==> config.mk <==
export PLATFORM = sky130hd
export DESIGN_NAME = nibble_serial_sub
export DESIGN_NICKNAME = d
export VERILOG_FILES = /design/src/rtl/nibble_serial_sub.sv
export SDC_FILE = /design/constraint.sdc
export NUM_CORES = 1
export LEC_CHECK = 0
export ABC_AREA = 1
export BUFFER_PORTS_ARGS = -buffer_cell sky130_fd_sc_hd__clkbuf_2
export CORE_AREA = 5 5 62 64
export CTS_CLUSTER_SIZE = 24
export DETAILED_ROUTE_END_ITERATION = 16
export DIE_AREA = 0 0 67 69
export PLACE_DENSITY = 0.84
export RECOVER_POWER = 25
export SETUP_SLACK_MARGIN = 0.2
export SLEW_MARGIN = 20
export SYNTH_ARGS = -nofsm -noshare
export SYNTH_HDL_FRONTEND = slang
export SYNTH_SLANG_ARGS = --single-unit
==> constraint.sdc <==
create_clock -name clk -period 4.05 [get_ports clk]
set_input_delay 0.6075 -clock clk [delete_from_list [all_inputs] [get_ports clk]]
set_output_delay 0.6075 -clock clk [all_outputs]
set_load 0.1 [all_outputs]
==> src/rtl/nibble_serial_sub.sv <==
// Nibble-serial subtractor: d = a - b - bin, one 4-bit slice per clock, LSB first.
// Optional ovf/zero flag logic is enabled by defining NSUB_FLAGS_EN.
module nibble_serial_sub #(
  parameter int N = 3
) (
  input  logic           clk,
  input  logic           rst_n,
  input  logic           in_valid,
  output logic           in_ready,
  input  logic [2**N-1:0] a,
  input  logic [2**N-1:0] b,
  input  logic           bin,
  output logic           out_valid,
  input  logic           out_ready,
  output logic [2**N-1:0] d,
  output logic           bout,
  output logic           ovf,
  output logic           zero
);

  localparam int W   = 2**N;
  localparam int NIB = W / 4;
  localparam int IW  = (NIB > 1) ? $clog2(NIB) : 1;

  typedef enum logic [1:0] {S_IDLE, S_RUN, S_DONE} state_t;

  state_t          state_q;
  logic [IW-1:0]   idx_q;
  logic [W-1:0]    a_q, b_q, res_q, res_d;
  logic            borrow_q, bout_q, in_ready_q, out_valid_q;

  logic [IW+1:0]   sh_s;
  logic [W-1:0]    a_sh_s, b_sh_s;
  logic [3:0]      a_nib_s, b_nib_s;
  logic [4:0]      sum5_s;
  logic            last_s;

  // Current slice: borrow-subtract expressed as a + ~b + ~borrow.
  always_comb begin
    sh_s    = {idx_q, 2'b00};
    a_sh_s  = a_q >> sh_s;
    b_sh_s  = b_q >> sh_s;
    a_nib_s = a_sh_s[3:0];
    b_nib_s = b_sh_s[3:0];
    sum5_s  = {1'b0, a_nib_s} + {1'b0, ~b_nib_s} + {4'b0000, ~borrow_q};
    res_d   = (res_q & ~(W'(4'hF) << sh_s)) | (W'(sum5_s[3:0]) << sh_s);
    last_s  = (idx_q == IW'(NIB - 1));
  end

`ifdef NSUB_FLAGS_EN
  logic ovf_q, zero_q, zacc_q;
  logic nib_zero_s, ovf_d;

  // Flag terms for the slice in flight; ovf only matters on the MSB slice.
  always_comb begin
    nib_zero_s = (sum5_s[3:0] == 4'h0);
    ovf_d      = (a_q[W-1] != b_q[W-1]) && (sum5_s[3] != a_q[W-1]);
  end
`endif

  // Control FSM with registered handshake and result outputs.
  always_ff @(posedge clk or negedge rst_n) begin
    if (!rst_n) begin
      state_q     <= S_IDLE;
      idx_q       <= '0;
      a_q         <= '0;
      b_q         <= '0;
      res_q       <= '0;
      borrow_q    <= 1'b0;
      bout_q      <= 1'b0;
      in_ready_q  <= 1'b1;
      out_valid_q <= 1'b0;
`ifdef NSUB_FLAGS_EN
      ovf_q       <= 1'b0;
      zero_q      <= 1'b0;
      zacc_q      <= 1'b0;
`endif
    end else begin
      case (state_q)
        S_IDLE: begin
          if (in_valid) begin
            a_q        <= a;
            b_q        <= b;
            borrow_q   <= bin;
            idx_q      <= '0;
            in_ready_q <= 1'b0;
            state_q    <= S_RUN;
`ifdef NSUB_FLAGS_EN
            zacc_q     <= 1'b1;
`endif
          end
        end
        S_RUN: begin
          res_q    <= res_d;
          borrow_q <= ~sum5_s[4];
`ifdef NSUB_FLAGS_EN
          zacc_q   <= zacc_q & nib_zero_s;
`endif
          if (last_s) begin
            bout_q      <= ~sum5_s[4];
            out_valid_q <= 1'b1;
            state_q     <= S_DONE;
`ifdef NSUB_FLAGS_EN
            ovf_q       <= ovf_d;
            zero_q      <= zacc_q & nib_zero_s;
`endif
          end else begin
            idx_q <= idx_q + IW'(1);
          end
        end
        S_DONE: begin
          if (out_ready) begin
            out_valid_q <= 1'b0;
            in_ready_q  <= 1'b1;
            state_q     <= S_IDLE;
          end
        end
        default: begin
          state_q     <= S_IDLE;
          in_ready_q  <= 1'b1;
          out_valid_q <= 1'b0;
        end
      endcase
    end
  end

  assign in_ready  = in_ready_q;
  assign out_valid = out_valid_q;
  assign d         = res_q;
  assign bout      = bout_q;
`ifdef NSUB_FLAGS_EN
  assign ovf       = ovf_q;
  assign zero      = zero_q;
`else
  assign ovf       = 1'b0;
  assign zero      = 1'b0;
`endif

endmodule

==> flow_summary.yaml <==
clocking:
  clk_latency_ps: 330
  cts_root_buffer: "clkbuf_4"
  tritoncts: "built"
  numCtsBuffers: 5
  cts_resized: 0
  cts_hold_buf: 0
  path_clk_slew_ps: 80
  cts_sinks: 31
  cts_buffer_depth: 2
  cts_max_level: 2
  post-cts-setup-buffers: 0
drt:
  drt_iter0_markers: 38
  wl_per_cell_um: 11.0
  drt.antenna.violating_nets: 0
  vias: 1145
  dr.pass1.iters: 4
  wirelength_mm: 2.79
  drc: 0
  vias_per_cell: 4.53
finish:
  multi_input_area_um2: 648
  final_util_pct: 53.9
  diodes: 0
  fillers: 336
  nets: 234
  regArea_um2: 777
  syn_to_final_growth_pct: 13.5
  drive_above_1_share_pct: 27.5
worst_setup_path:
  cp-startpoint: "idx_q"
  critPathKind: "reg -> reg"
  regToRegStartpoint: "idx_q"
  cp.required_ps: 4320
  startpoint_type: "flop"
  rr_worst_depth: 7
  reg2reg_slack_ps: 1890
  cp_max_fo: 11
  critical_path_arrival_ps: 2420
  cp-end-kind: "flop"
floorplanning:
  die_area_um2: 4620
  die_w_um: 67
  coreArea_um2: 3230
  start_util_pct: 47.5
  die_h_um: 69
  num_rows: 21
  boundaryPins: 34
yosys:
  yosys-top-cells-count: "79 x nand2_1, 30 x dfrtp_1, 9 x inv_1, 9 x nand3_1, 8 x o21ai_2"
  synthDistinctLibCells: 24
  ys_warn_count: 0
  synthCells: 175
  synth_top_area_share_pct: 48.9
  synth_seq_cells: 31
  synth_area_leaders: "dfrtp_1 49%, nand2_1 19%, o21ai_2 4.6%, nand3_1 2.9%, fa_1 2.6%"
  synthArstFlopShare_pct: 100
  synthFlopType: "dfrtp_1"
  ys_seq_area_share_pct: 50.7
  netlist_area_um2: 1530
  avgSynthCellArea_um2: 8.77
  synthMostInstantiatedCell: "nand2_1"
  synth-edff-count: 0
  synth_top_cell_by_area: "dfrtp_1"
grt:
  grt_pass1_vias: 1244
  grt_usage_pct: 14.7
  grt_pass1_wl_mm: 5.14
  grt_antenna_before_repair: 0
  grt_overflow_total: 0
  grt_max_degree: 32
placed_design:
  routabilityCongestion: 0.828
  dp_hpwl_mm: 2.13
  io_buffers: 31
worst_hold_path:
  hold_path_class: "in -> reg"
  holdCritStartpoint: "a[6]"
  min_to: "a_q[6]"
  min_path_cells: 3
timing:
  worst_pin_slew_ps: 1580
  fin_tns_setup_ps: 0
  finalHoldViolCount: 0
  timing.slew.headroom_pct: -5.45
  finalCritPeriodShare_pct: 53.3
  layout_min_cycle_time_ps: 2160
  fin_worst_skew_ps: 2.29
  clock.fmax_ghz: 0.464
  setup_viol: 0
  drv_slew: 32
  rsz0062_at_grt: "false"
  whs_ps: 462
status:
  status: "complete, but fails checks"
  failed_checks: "max-capacitance violations, max-slew violations"
flow_run:
  drv_cap: 1
==> final cells by class <==
cell class	instances	share of cell area, %
repair buffers	31	8.84
inverters	16	3.59
well taps	46	3.31
flip-flops and latches	31	44.6
multi-input cells	123	37.2
clock buffers	6	2.37
==> through the flow <==
stage / worst slack [ps] / cells / cell area, um2
5_1_grt: 1700 / 253 / 1740
6_report: 1890 / 253 / 1740
3_3_place_gp: 1960 / 247 / 1700
2_1_floorplan: 2130 / 176 / 1540
4_1_cts: 1870 / 253 / 1740
3_5_place_dp: 1880 / 247 / 1700
==> cells by family after synthesis <==
kind of cell | share of synthesized area, %
compound gates | 6.36
mux | 1.31
flops | 50.7
fa+ha+maj | 5.06
xor+xnor | 0.571
simple gates | 28.5
buf+inv | 7.34
other cells | 0.244
==> critical path, cell delays in order, from the launching register on <==
cell     delay, ps
dfrtp_1        630
inv_2          190
nand2_1         90
nand2_1         70
fa_1           420
inv_1          100
fa_1           430
o21ai_2        150
==> placed cells by master (no fill, tap or decap) <==
cell type,n
dfstp_2,1
or2_2,2
o21ai_0,2
nor2_4,2
nand2_1,79
nand3_1,9
xnor2_1,1
ha_1,3
inv_1,9
fa_1,2
o31ai_1,1
clkbuf_1,2
nor2_8,1
inv_2,6
clkbuf_4,5
dfrtp_1,30
nand3_4,1
nor2_1,6
clkbuf_2,30
conb_1,2
o21ai_2,8
a21oi_1,2
inv_4,1
mux2i_1,2
==> worst max path at each step <==
stage | endpoint | slack [ps]
after detailed placement | flop | 1880
final | flop | 1890
after global placement | flop | 1960
after global routing | borrow_q | 1700
after CTS | flop | 1870
after floorplan | borrow_q | 2130
==> per-layer routing <==
layer / GRT usage [%] / part of all wire (%) / up-vias
met4: 6.76 / 2.6 / 0
met2: 23.0 / 48 / 29
met1: 17.1 / 44 / 507
met5: 0 / 0 / -
li1: - / - / 600
met3: 6.17 / 6.2 / 9
Power is not shown: default switching activity piles up to over one toggle a cycle in this logic, so the estimate is an artifact.
